### config.mk
export PLATFORM = sky130hd
export DESIGN_NAME = mag_meter
export DESIGN_NICKNAME = d
export VERILOG_FILES = /design/src/rtl/mag_pkg.sv /design/src/rtl/mag_pkhold.sv /design/src/rtl/mag_meter.sv
export SDC_FILE = /design/constraint.sdc
export NUM_CORES = 1
export LEC_CHECK = 0
export ABC_CLOCK_PERIOD_IN_PS = 4100
export CORE_UTILIZATION = 61
export CTS_CLUSTER_SIZE = 28
export DETAILED_ROUTE_END_ITERATION = 6
export PLACE_DENSITY = 0.86
export SLEW_MARGIN = 0
export SYNTH_ARGS = -nofsm -noshare
export SYNTH_HDL_FRONTEND = slang
export SYNTH_SLANG_ARGS = --single-unit
### constraint.sdc
create_clock -name clk -period 4.1 [get_ports clk]
set_input_delay 0.82 -clock clk [delete_from_list [all_inputs] [get_ports clk]]
set_output_delay 0.82 -clock clk [all_outputs]
set_load 0.03 [all_outputs]
### src/rtl/mag_pkg.sv
// Shared magnitude-path constants and helpers used by the estimator and the meter.
package mag_pkg;
  localparam int MAG_W = 12;

  // Block accumulator width: a full block of max-scale samples fits exactly.
  function automatic int acc_w(input int log2n);
    return MAG_W + log2n;
  endfunction
endpackage

### src/rtl/mag_pkhold.sv
// Peak hold/decay register: holds a new peak for HOLD blocks, then decays by pk>>DECAY_SHIFT per block.
module mag_pkhold
  import mag_pkg::*;
#(
  parameter int HOLD        = 4,
  parameter int DECAY_SHIFT = 3
) (
  input  logic             clk,
  input  logic             rst,
  input  logic [MAG_W-1:0] bp,
  input  logic             term,
  output logic [MAG_W-1:0] pk
);
  logic [3:0]       hold;
  logic [MAG_W-1:0] d, dec, nxt;

  always_comb begin
    d = pk >> DECAY_SHIFT;
    // Minimum step of 1 so a small peak still drains to zero.
    if (pk != '0 && d == '0) d = MAG_W'(1);
    dec = pk - d;
    nxt = (bp > dec) ? bp : dec;
  end

  always_ff @(posedge clk) begin
    if (rst) begin
      pk   <= '0;
      hold <= '0;
    end else if (term) begin
      if (bp >= pk) begin
        pk   <= bp;
        hold <= 4'(HOLD);
      end else if (hold != '0) begin
        hold <= hold - 4'd1;
      end else begin
        pk <= nxt;
      end
    end
  end
endmodule

### src/rtl/mag_meter.sv
// Block-average / block-peak meter over 2^LOG2N magnitude samples.
// Optional peak hold/decay enabled by defining MAG_METER_PEAK_HOLD_EN.
module mag_meter
  import mag_pkg::*;
#(
  parameter int LOG2N       = 8,
  parameter int HOLD        = 4,
  parameter int DECAY_SHIFT = 3
) (
  input  logic             clk,
  input  logic             rst,
  input  logic [MAG_W-1:0] m,
  input  logic             iv,
  output logic [MAG_W-1:0] avg,
  output logic [MAG_W-1:0] pk,
  output logic             ov
);
  localparam int AW = acc_w(LOG2N);

  logic [AW-1:0]    acc, sum;
  logic [LOG2N-1:0] cnt;
  logic [MAG_W-1:0] blkpk, bp;
  logic             term;

  always_comb begin
    sum  = acc + AW'(m);
    bp   = (m > blkpk) ? m : blkpk;
    term = iv && (cnt == '1);
  end

  always_ff @(posedge clk) begin
    if (rst) begin
      acc   <= '0;
      cnt   <= '0;
      blkpk <= '0;
      avg   <= '0;
      ov    <= 1'b0;
    end else begin
      ov <= term;
      if (iv) begin
        cnt <= cnt + 1'b1;
        if (term) begin
          acc   <= '0;
          blkpk <= '0;
          avg   <= sum[AW-1:LOG2N];
        end else begin
          acc   <= sum;
          blkpk <= bp;
        end
      end
    end
  end

`ifdef MAG_METER_PEAK_HOLD_EN
  mag_pkhold #(.HOLD(HOLD), .DECAY_SHIFT(DECAY_SHIFT)) u_pkhold (
    .clk (clk),
    .rst (rst),
    .bp  (bp),
    .term(term),
    .pk  (pk)
  );
`else
  always_ff @(posedge clk) begin
    if (rst)       pk <= '0;
    else if (term) pk <= bp;
  end
`endif
endmodule

; After elaboration in Yosys (flattened, before gate mapping)
; Cells that the tools add are included.
[classes]
addsub = 2
mul = 0
n_div = 0
n_lt_le_gt_ge = 1
eq_ne = 1
n_shift = 0
muxes = 3
bitwise_logic = 0
reduce_logical = 2
[ops]
columns = operator, n
row1 = $mux 12, 2
row2 = $add 20x12->20, 1
row3 = $mux 20, 1
row4 = $gt 12x12->1, 1
row5 = $add 8x1->8 const B, 1
row6 = $eq 8x8->1 const B, 1
row7 = $reduce_and 2->1, 1
row8 = $logic_and 1x1->1, 1
[totals]
regBits = 65
latch_bits = 0
ram_bits = 0
rom_bits = 0
input_bits = 15
wordCells = 15
mem_count = 0

; Depth between registers and ports, before layout
; Gate-level depths: netlist (run 1).
[logic_depth]
depth_word = 3
ltp_mapped = 9
depth_no_buf = 8

; Worst setup path before layout (run 1)
; No wires, ideal clock.
[synth_path]
path_kind = input to register
startpoint = input m[0]
endpoint = register avg[10]
setup_ps = 91
arrival_ps = 2682
path_slack_ps = 1328
path_stages = 9
path_buffers = 1
path_cell_list = ha_1 fa_1 a21o_2 a31oi_1 nor3_2 nor4_2 buf_6 o21ai_0 a311oi_1
[synth_between]
elab_chain_cells = 1
[synth_lines]
columns = element, line_no
row1 = "start, declared", mag_meter.sv:12  ; input logic [MAG_W-1:0] m,
row2 = $add 20x12->20, mag_meter.sv:26  ; sum = acc + AW'(m);
row3 = "end signal, assigned", mag_meter.sv:45  ; avg <= sum[AW-1:LOG2N];
row4 = "end, declared", mag_meter.sv:14  ; output logic [MAG_W-1:0] avg,
; Every way passes these cells.
; A chain may end at the register's enable or synchronous reset.

; Final worst setup path (run 1)
[layout_path]
startpoint = input m[0]
endpoint = register avg[8]
; The elaborated chain is that of the path after synthesis.

==> results by group, run 1 <==
Run status
  – Outcome: finished clean

Setup path
  – Setup CP Type: input pin to flip-flop
  – Startpoint Class: input pin
  – WP data arrival: 3390 ps
  – CP Max Fanout: 12
  – Endpoint class of the critical path: flip-flop
  – WP data required: between 4000 and 5000 ps

Power and ir drop
  – Internal: approximately 1.1 mW
  – Sequential fraction of design power: between 40% and 50%
  – Net Switching: between 0.4 and 0.5 mW
  – Clk network pwr share: a little over a third
  – Power Density: between 300 and 400 nW/µm²
  – Sw Ratio: 27.7%
  – Leak: about 1.6 nW
  – Combinational fraction of design power: between 10% and 20%
  – Worst vdd ir: about 0.27 mV

Clock network
  – CTS Buffer Depth: 2
  – H-tree levels: 3
  – Postcts setup bufs: 0
  – CTS hold repair buffers: 0
  – Clk_lat worst skew: approximately 350 ps
  – Post-CTS sizing: 0
  – Clk slew on worst S/H paths: 70 ps
  – Root Driver: clkbuf_8
  – CTS Buf Count: 9
  – CTS tree: done
  – Clk sinks: 65

Synthesis
  – Ys Warns: 0
  – Cell count after synthesis: 400
  – Cell Area, Synth: 3530 µm²
  – Syn_nets: between 400 and 500
  – Predominant post-synthesis flop cell: dfxtp_1
  – Seq/Total Area, Yosys: approximately 37%
  – Synth Register Bits: 65
  – Top cells by area, synth: dfxtp_1, ha_1, nor2_1
  – Yosys cell types: a little over 60
  – Post-synth top area cell: dfxtp_1
  – Synthesized area per cell: 8.83 µm²
  – Synth top area share: 36.8%
  – Post-synth EDFFs: 0
  – FFs w/ async S/R, synth: 0%

Floorplan
  – Die Ht: 78.1 µm
  – Die ar.: roughly 6100 µm²
  – Area of the core: about 5500 µm²
  – Die X: a little under 80 µm
  – Initial core utilization: 63.8%
  – # rows: 27
  – I/O pin cnt: 40

GRT
  – Initial antenna violation count: 0
  – Largest net degree at the start of global routing: 35
  – First-pass GRT wire length: about 14 mm
  – Vias in the first global route: between 3000 and 4000
  – Grt ovf: 0
  – GRT Total Usage: around 29%

Min path
  – Hold Path Class: flip-flop to flip-flop

Job
  – Max cap viols: 0

Place
  – Pre-CTS setup slack: between 500 and 600 ps
  – Detailed placer's ending HPWL: roughly 5.7 mm
  – Port Buffers: 39
  – RD Place Congestion: ~0.9

Layout
  – Area of the multi-input gates: between 2000 and 2500 µm²
  – Register area: 1300 µm²
  – Nets: around 480
  – Antenna Cells: 0
  – Share of layout cells above drive strength 1: between 10% and 20%
  – Most common cell after layout, fill and taps aside: dfxtp_1
  – Commonest non-fill, non-tap cells in the layout: dfxtp_1, nor2_1, clkdlybuf4s50_1
  – Syn-to-layout area delta: 17.6%
  – Filler cells: between 300 and 400

Routing
  – Vias: 3202
  – Drt wl/cell: around 16 µm
  – DRC violations left: 0
  – Drt pass-1 iters: 4
  – Vias per cell: approximately 6.3
  – Iteration-0 DRC Markers: roughly 220
  – Wirelength, routed: 8.29 mm
  – Antenna viol nets, final: 0

Timing
  – Final Critical Period: 3130 ps
  – Hold Vio Cnt, Final: 0
  – Setup TNS: 0 ps
  – Final period utilization: between 70% and 80%
  – Rel. slew slack: between 50% and 60%
  – Worst Skew: between 8 and 9 ps
  – RSZ-0062 raised after global routing: no
  – Worst-Margin Slew: approximately 660 ps
  – Final setup violation count: 0
  – Setup ws final: roughly 970 ps
  – Max Clk Rate: roughly 320 MHz
  – Final Max Slew Viols: 0
cells by family (layout without fill, tap and decap cells):
family	after synthesis	after routing	share of synthesized area [%]
XOR/XNOR	14	14	3.47
multiplexers	1	1	0.283
adder cells (fa/ha/maj)	26	26	9.42
AO/OA/AOI/OAI	114	114	25.3
buffers and inverters	38	76	4.46
flip-flops	65	65	36.8
AND/OR/NAND/NOR	142	142	20.2
cell usage after synthesis, drive strengths merged, types with 4 or more instances:
cell type / n
nand2: 27
or3: 9
o21ai: 12
nor4: 4
o21a: 4
inv: 15
a21oi: 19
nor2: 50
nand4: 7
a311oi: 4
dfxtp: 65
a22o: 12
o221a: 12
xnor2: 6
nor3: 5
clkbuf: 11
a211oi: 4
xor2: 8
ha: 25
buf: 12
and3: 7
or4: 5
o211ai: 9
a21o: 5
nand3: 16
a31oi: 10
flip-flops by register name, indices dropped and copies added (netlist names):
| signal | cells |
|---|---|
| acc | 20 |
| ov | 1 |
| cnt | 8 |
| avg | 12 |
| blkpk | 12 |
| pk | 12 |
power by group through the flow:
stage	clock network [mW]	logic (mW)	registers, mW
global route	0.576	0.312	0.686
floorplan	0	0.212	0.689
detailed placement	0	0.275	0.697
finish	0.540	0.283	0.683
CTS	0.549	0.278	0.682
global placement	0	0.263	0.695
final cells by class:
cell class              count  area share (%)
multi-input cells         297            49.9
flip-flops and latches     65            31.3
repair buffers             46            10.5
clock buffers              12            3.73
well taps                  72            2.17
inverters                  15            1.36
clock inverters             3           0.964
routing by layer:
metal | wire length [µm] | track usage (%)
met4 | 186 | 18.0
met2 | 3840 | 48.0
met1 | 3720 | 34.9
met5 | 0 | 0
met3 | 547 | 5.70
stage by stage:
| step | total power, mW | util [%] | std cells | hold slack, ps | instance area [µm²] |
|---|---|---|---|---|---|
| finish | 1.51 | 75.0 | 510 | 472 | 4150 |
| CTS | 1.51 | 75.0 | 510 | 478 | 4150 |
| floorplan | 0.901 | - | 400 | 445 | 3530 |
| global placement | 0.958 | 71.5 | 495 | 448 | 3960 |
| global route | 1.57 | 75.0 | 510 | 494 | 4150 |
| detailed placement | 0.971 | 71.5 | 495 | 465 | 3960 |
critical path: stages:
cell and delay [ps]:
clkdlybuf4s50_1 480, ha_1 270, fa_1 410, a21o_2 230
a31oi_1 310, nor3_2 110, nor4_2 220, buf_4 200
o21ai_0 100, a311oi_1 250
final timing paths:
| check | cells after the start | endpoint | slack, ps | startpoint |
|---|---|---|---|---|
| max | 10 | avg[8] | 970 | m[0] |
| min | 2 | avg[2] | 470 | avg[2] |
| max reg2reg | 9 | avg[8] | 1670 | acc[0] |
| min reg2reg | 2 | avg[2] | 470 | avg[2] |
Note: power is estimated with default switching activity, not from simulation.
==> run 2: changes to the inputs <==
--- a/config.mk
+++ b/config.mk
@@ -5,11 +5,11 @@
 export SDC_FILE = /design/constraint.sdc
 export NUM_CORES = 1
 export LEC_CHECK = 0
-export ABC_CLOCK_PERIOD_IN_PS = 4100
-export CORE_UTILIZATION = 61
+export ABC_CLOCK_PERIOD_IN_PS = 2700
+export CORE_UTILIZATION = 51
 export CTS_CLUSTER_SIZE = 28
 export DETAILED_ROUTE_END_ITERATION = 6
-export PLACE_DENSITY = 0.86
+export PLACE_DENSITY = 0.76
 export SLEW_MARGIN = 0
 export SYNTH_ARGS = -nofsm -noshare
 export SYNTH_HDL_FRONTEND = slang
==> constraint.sdc (replaced) <==
create_clock -name clk -period 2.7 [get_ports clk]
set_input_delay 0.54 -clock clk [delete_from_list [all_inputs] [get_ports clk]]
set_output_delay 0.54 -clock clk [all_outputs]
set_load 0.03 [all_outputs]
==> run 2 against run 1 <==
Final area grew 11%. Flip-flop and latch count is the same. Largest cell class unchanged. Worst hold slack lost 5.2 ps. Non-clock buffer count grew 54. Register-to-register slack lost 1200 ps. Clock power grew 37%. Die area grew 19%. Highest routed layer unchanged. Sequential power grew 52%. Core utilization shrank 4.4 points.
==> results by group, run 2 (same netlist as run 1, synthesis figures left out) <==
Timing
  – Rel. slew slack: 68.1% (was 55.9%)
  – Hold Vio Cnt, Final: 0 (unchanged)
  – Final period utilization: between 90% and 100%
  – Max Clk Rate: approximately 380 MHz
  – Final Critical Period: around 2600 ps
  – Setup TNS: 0 ps (unchanged)
  – Worst Skew: 11.9 ps (was 8.11 ps)
  – Worst hold margin: 466 ps (was 472 ps)
  – Final setup violation count: 0 (unchanged)
  – Worst-Margin Slew: 478 ps (was 661 ps)
  – Final Max Slew Viols: 0 (unchanged)
  – Setup ws final: 87.4 ps (was 967 ps)

Setup path
  – WP data required: 2990 ps (was 4360 ps)
  – Setup CP Type: input pin to flip-flop (unchanged)
  – Crit path from: m[0] (unchanged)
  – Endpoint class of the critical path: flip-flop (unchanged)
  – CP Max Fanout: 4 (was 12)
  – WP data arrival: 2910 ps (was 3390 ps)
  – Worst r2r src: acc[0] (unchanged)
  – Startpoint Class: input pin (unchanged)
  – R2R Setup Slk: 430 ps (was 1670 ps)

Floorplan
  – Die X: 85.2 µm (was 78.1 µm)
  – Initial core utilization: 54.1% (was 63.8%)
  – Die Ht: 85.2 µm (was 78.1 µm)
  – # rows: 29 (was 27)
  – Die ar.: 7260 µm² (was 6100 µm²)
  – I/O pin cnt: 40 (unchanged)
  – Area of the core: 6530 µm² (was 5540 µm²)

Routing
  – Vias: 3418 (was 3202)
  – Antenna viol nets, final: 0 (unchanged)
  – Drt pass-1 iters: 5 (was 4)
  – Iteration-0 DRC Markers: 253 (was 221)
  – Vias per cell: 6.02 (was 6.28)
  – Drt wl/cell: 15.4 µm (was 16.2 µm)
  – DRC violations left: 0 (unchanged)
  – Wirelength, routed: 8.77 mm (was 8.29 mm)

Power and ir drop
  – Worst vdd ir: 0.503 mV (was 0.273 mV)
  – Leak: 1.85 nW (was 1.59 nW)
  – Design Power: 2.34 mW (was 1.51 mW)
  – Power Density: 508 nW/µm² (was 362 nW/µm²)

Clock network
  – CTS tree: done (unchanged)
  – Root Driver: clkbuf_8 (unchanged)
  – Clk sinks: 65 (unchanged)
  – CTS Buffer Depth: 2 (unchanged)
  – H-tree levels: 3 (unchanged)
  – CTS Buf Count: 9 (unchanged)
  – CTS hold repair buffers: 0 (unchanged)
  – Clk slew on worst S/H paths: 80 ps (was 70 ps)
  – Clk_lat worst skew: 350 ps (about the same)

Layout
  – Antenna Cells: 0 (unchanged)
  – Commonest non-fill, non-tap cells in the layout: dfxtp_1, buf_4, nor2_1 (was dfxtp_1, nor2_1, clkdlybuf4s50_1)
  – Final Util: 70.6% (was 75.0%)
  – Nets: 529 (was 475)
  – Post-route cell area: 4610 µm² (was 4150 µm²)
  – Syn-to-layout area delta: 30.5% (was 17.6%)
  – Share of layout cells above drive strength 1: 22.2% (was 11.2%)
  – Most common cell after layout, fill and taps aside: dfxtp_1 (unchanged)
  – Top reg by flops: acc (unchanged)
  – Final Non-Filler Cells: 568 (was 510)
  – Max reg flops: 20 (unchanged)

GRT
  – Largest net degree at the start of global routing: 23 (was 35)
  – Vias in the first global route: 3192 (was 3107)
  – First-pass GRT wire length: 14.8 mm (was 13.8 mm)
  – Initial antenna violation count: 0 (unchanged)
  – Grt ovf: 0 (unchanged)
  – GRT Total Usage: 25.7% (was 29.1%)

Place
  – Detailed placer's ending HPWL: 6.31 mm (was 5.73 mm)
  – Pre-CTS setup slack: -408 ps (was 598 ps)
  – RD Place Congestion: 0.884 (was 0.895)
  – Placed Instances: 550 (was 495)
  – DP Area: 4350 µm² (was 3960 µm²)
  – Port Buffers: 39 (unchanged)

Job
  – Max cap viols: 0 (unchanged)

Min path
  – Hold Path Class: flip-flop to flip-flop (unchanged)
  – Hold Crit Start: avg[2] (unchanged)

Run status
  – Outcome: finished clean (unchanged)
==> run 2: path summary, 6_finish.rpt <==
check / endpoint / cells after the start
min reg2reg: avg[2] / 2
min: avg[2] / 2
max: acc[12] / 10
max reg2reg: acc[12] / 9
==> run 2: power breakdown <==
part / total [mW] / internal [mW] / leakage (nW) / switching (mW)
clock: 0.742 / 0.370 / 0.0871 / 0.372
sequential: 1.04 / 1.00 / 0.528 / 0.0344
combinational: 0.565 / 0.280 / 1.24 / 0.285
total: 2.34 / 1.65 / 1.85 / 0.691
==> run 2: cell type report <==
class | count | area, µm²
timing repair buffer | 100 | 853
clock inverter | 3 | 17.5
fill | 527 | 1920
multi-input combinational | 297 | 2130
tap | 77 | 96.3
clock buffer | 11 | 151
sequential | 65 | 1300
inverter | 15 | 56.3
==> run 2: metal layers <==
| metal | vias up | wire length, µm | global-route usage, % |
|---|---|---|---|
| li1 | 1670 | - | - |
| met1 | 1614 | 4040 | 33.6 |
| met2 | 123 | 4060 | 42.8 |
| met3 | 11 | 583 | 6.42 |
| met4 | 0 | 80 | 5.70 |
| met5 | - | 0 | 0 |
==> run 2: worst max-delay path, cell delays in order <==
cell and delay, ps:
clkdlybuf4s50_1 430, ha_1 240, fa_1 390, a21o_2 230, a31oi_4 180, nor3_4 60, buf_4 140, o31a_1 320
o31a_1 250, o21ai_1 120
==> run 2: repair_timing <==
action                     4_1_cts  5_1_grt
setup endpoints to repair        4       23
setup buffers                    0        4
cloned                           0        0
pin swaps                        0        4
hold endpoints to repair         0        0
resized for setup                2       11
==> run 3: changes to the inputs <==
--- a/config.mk
+++ b/config.mk
@@ -6,10 +6,9 @@
 export NUM_CORES = 1
 export LEC_CHECK = 0
 export ABC_CLOCK_PERIOD_IN_PS = 2700
-export CORE_UTILIZATION = 51
+export CORE_UTILIZATION = 35
 export CTS_CLUSTER_SIZE = 28
 export DETAILED_ROUTE_END_ITERATION = 6
-export PLACE_DENSITY = 0.76
 export SLEW_MARGIN = 0
 export SYNTH_ARGS = -nofsm -noshare
 export SYNTH_HDL_FRONTEND = slang
==> run 3 against run 2 <==
Clock power up 24%. Core utilization down 22 points. Maximum frequency up 0.32%. First-iteration DRC count down 25%. Via count down 3.0%. Total power up 6.9%. Setup slack better by 8.3 ps. Flip-flop and latch count unchanged. Clock skew down 1.1 ps. Global-route usage down 6.9 points. Worst hold slack worse by 2.8 ps. Final area up 2.2%. Largest cell class unchanged.
==> results by group, run 3 (same netlist as run 1, synthesis figures left out) <==
Clock network
  – H-tree levels: 3 (unchanged)
  – CTS hold repair buffers: 0 (unchanged)
  – Root Driver: clkbuf_8 (unchanged)
  – CTS tree: done (unchanged)
  – CTS Buffer Depth: 2 (unchanged)
  – Clk_lat worst skew: 360 ps (was 350 ps)
  – Postcts setup bufs: 0 (unchanged)
  – CTS Buf Count: 9 (unchanged)
  – Clk sinks: 65 (unchanged)
  – Clk slew on worst S/H paths: 80 ps (about the same)

Timing
  – Final setup violation count: 0 (unchanged)
  – Max Clk Rate: 384 MHz (was 383 MHz)
  – Worst-Margin Slew: 456 ps (was 478 ps)
  – RSZ-0062 raised after global routing: yes
  – Final Critical Period: 2600 ps (was 2610 ps)
  – Hold Vio Cnt, Final: 0 (unchanged)
  – Final period utilization: 96.5% (was 96.8%)
  – Rel. slew slack: 69.5% (was 68.1%)
  – Worst Skew: 10.9 ps (was 11.9 ps)
  – Final Max Slew Viols: 0 (unchanged)
  – Worst hold margin: 464 ps (was 466 ps)

Place
  – RD Place Congestion: 0.868 (was 0.884)
  – Port Buffers: 39 (unchanged)
  – DP Area: 4430 µm² (was 4350 µm²)
  – Detailed placer's ending HPWL: 6.59 mm (was 6.31 mm)

Routing
  – Drt pass-1 iters: 4 (was 5)
  – Antenna viol nets, final: 0 (unchanged)
  – Wirelength, routed: 9.15 mm (was 8.77 mm)
  – Vias: 3315 (was 3418)
  – Vias per cell: 5.31 (was 6.02)
  – Drt wl/cell: 14.7 µm (was 15.4 µm)
  – DRC violations left: 0 (unchanged)
  – Iteration-0 DRC Markers: 190 (was 253)

Layout
  – Commonest non-fill, non-tap cells in the layout: dfxtp_1, buf_4, nor2_1 (unchanged)
  – Top reg by flops: acc (unchanged)
  – Max reg flops: 20 (unchanged)
  – Post-route cell area: 4710 µm² (was 4610 µm²)
  – Syn-to-layout area delta: 33.4% (was 30.5%)
  – Final Util: 48.2% (was 70.6%)
  – Most common cell after layout, fill and taps aside: dfxtp_1 (unchanged)
  – Nets: 527 (was 529)
  – Share of layout cells above drive strength 1: 21.6% (was 22.2%)
  – Filler cells: 957 (was 527)
  – Antenna Cells: 0 (unchanged)

Setup path
  – CP Max Fanout: 6 (was 4)
  – WP data arrival: 2880 ps (was 2910 ps)
  – Startpoint Class: input pin (unchanged)
  – R2r worst-path depth: 9 (unchanged)
  – R2R Setup Slk: 440 ps (was 430 ps)
  – Setup CP Type: input pin to flip-flop (unchanged)
  – Endpoint class of the critical path: flip-flop (unchanged)
  – WP data required: 2970 ps (was 2990 ps)

Power and ir drop
  – Leak: 1.87 nW (was 1.85 nW)
  – Combinational fraction of design power: 21.9% (was 24.1%)
  – Internal: 1.79 mW (was 1.65 mW)
  – Worst vdd ir: 0.219 mV (was 0.503 mV)
  – Net Switching: 0.719 mW (was 0.691 mW)
  – Sw Ratio: 28.7% (was 29.5%)
  – Power Density: 532 nW/µm² (was 508 nW/µm²)
  – Clk network pwr share: 36.7% (was 31.6%)
  – Sequential fraction of design power: 41.4% (was 44.3%)

Min path
  – Hold Path Cell Cnt: 2 (unchanged)
  – Hold Path Class: flip-flop to flip-flop (unchanged)

Floorplan
  – Die ar.: 10500 µm² (was 7260 µm²)
  – # rows: 36 (was 29)
  – Die X: 102 µm (was 85.2 µm)
  – Initial core utilization: 36.1% (was 54.1%)
  – Area of the core: 9770 µm² (was 6530 µm²)
  – I/O pin cnt: 40 (unchanged)
  – Die Ht: 102 µm (was 85.2 µm)

GRT
  – Initial antenna violation count: 0 (unchanged)
  – First-pass GRT wire length: 15.2 mm (was 14.8 mm)
  – GRT Total Usage: 18.8% (was 25.7%)
  – Largest net degree at the start of global routing: 25 (was 23)
  – Grt ovf: 0 (unchanged)
  – Vias in the first global route: 3155 (was 3192)

Run status
  – Outcome: finished clean (unchanged)

Job
  – Max cap viols: 0 (unchanged)
-- run 3: changes by cell type in the layout (fill, tap and decap cells not counted), sizes merged --
cell,previous run,this run
clkdlybuf4s15,0,1
bufinv,0,2
clkbuf,12,10
clkdlybuf4s50,38,37
clkinv,2,3
dlymetal6s2s,0,1
buf,61,59
-- run 3: critical path, cell delays in order --
cell	delay, ps
clkdlybuf4s50_1	440
ha_2	210
fa_2	340
a21o_2	230
a31oi_4	220
nor3_4	70
nor4_4	300
buf_4	190
o21ai_0	90
a311oi_1	250
-- run 3: per-stage QoR --
step	setup WS, ps	power (mW)	TNS [ps]	std cells
finish	95.7	2.51	0	624
global placement	-373	1.56	-10330	607
CTS	19.9	2.50	0	623
global route	-31.4	2.63	-42.8	624
floorplan	208	1.37	0	400
detailed placement	-435	1.57	-11510	607
-- run 3: path summary, 6_finish.rpt --
path | from | end
min reg2reg | avg[1] | avg[1]
min | avg[1] | avg[1]
max reg2reg | acc[0] | avg[6]
max | m[0] | avg[6]
-- run 3: what timing repair did --
| action | 4_1_cts | 5_1_grt |
|---|---|---|
| gates cloned | 0 | 1 |
| resized for setup | 3 | 11 |
| setup endpoints to repair | 5 | 13 |
| pin swaps | 0 | 9 |
-- run 3: cell type report --
| cell class | instances | area, µm² | area share, % |
|---|---|---|---|
| clock buffer | 10 | 128 | 2.71 |
| timing repair buffer | 98 | 847 | 18.0 |
| sequential | 65 | 1300 | 27.6 |
| clock inverter | 6 | 82.6 | 1.75 |
| inverter | 15 | 56.3 | 1.19 |
| tap | 133 | 166 | 3.53 |
| multi-input combinational | 297 | 2130 | 45.2 |
-- run 3: power by group through the flow --
stage	combinational, mW	clock (mW)	sequential [mW]
global placement	0.503	0	1.06
CTS	0.524	0.936	1.04
detailed placement	0.517	0	1.06
global route	0.609	0.976	1.04
finish	0.550	0.919	1.04
floorplan	0.322	0	1.05
-- run 3: layer usage --
metal  part of all wire (%)  global-route usage (%)  routed length, µm
met5                      0                       0                  0
met4                    1.6                    7.91                147
met3                    4.2                    4.10                380
met2                     44                    28.9               4030
met1                     50                    25.4               4600
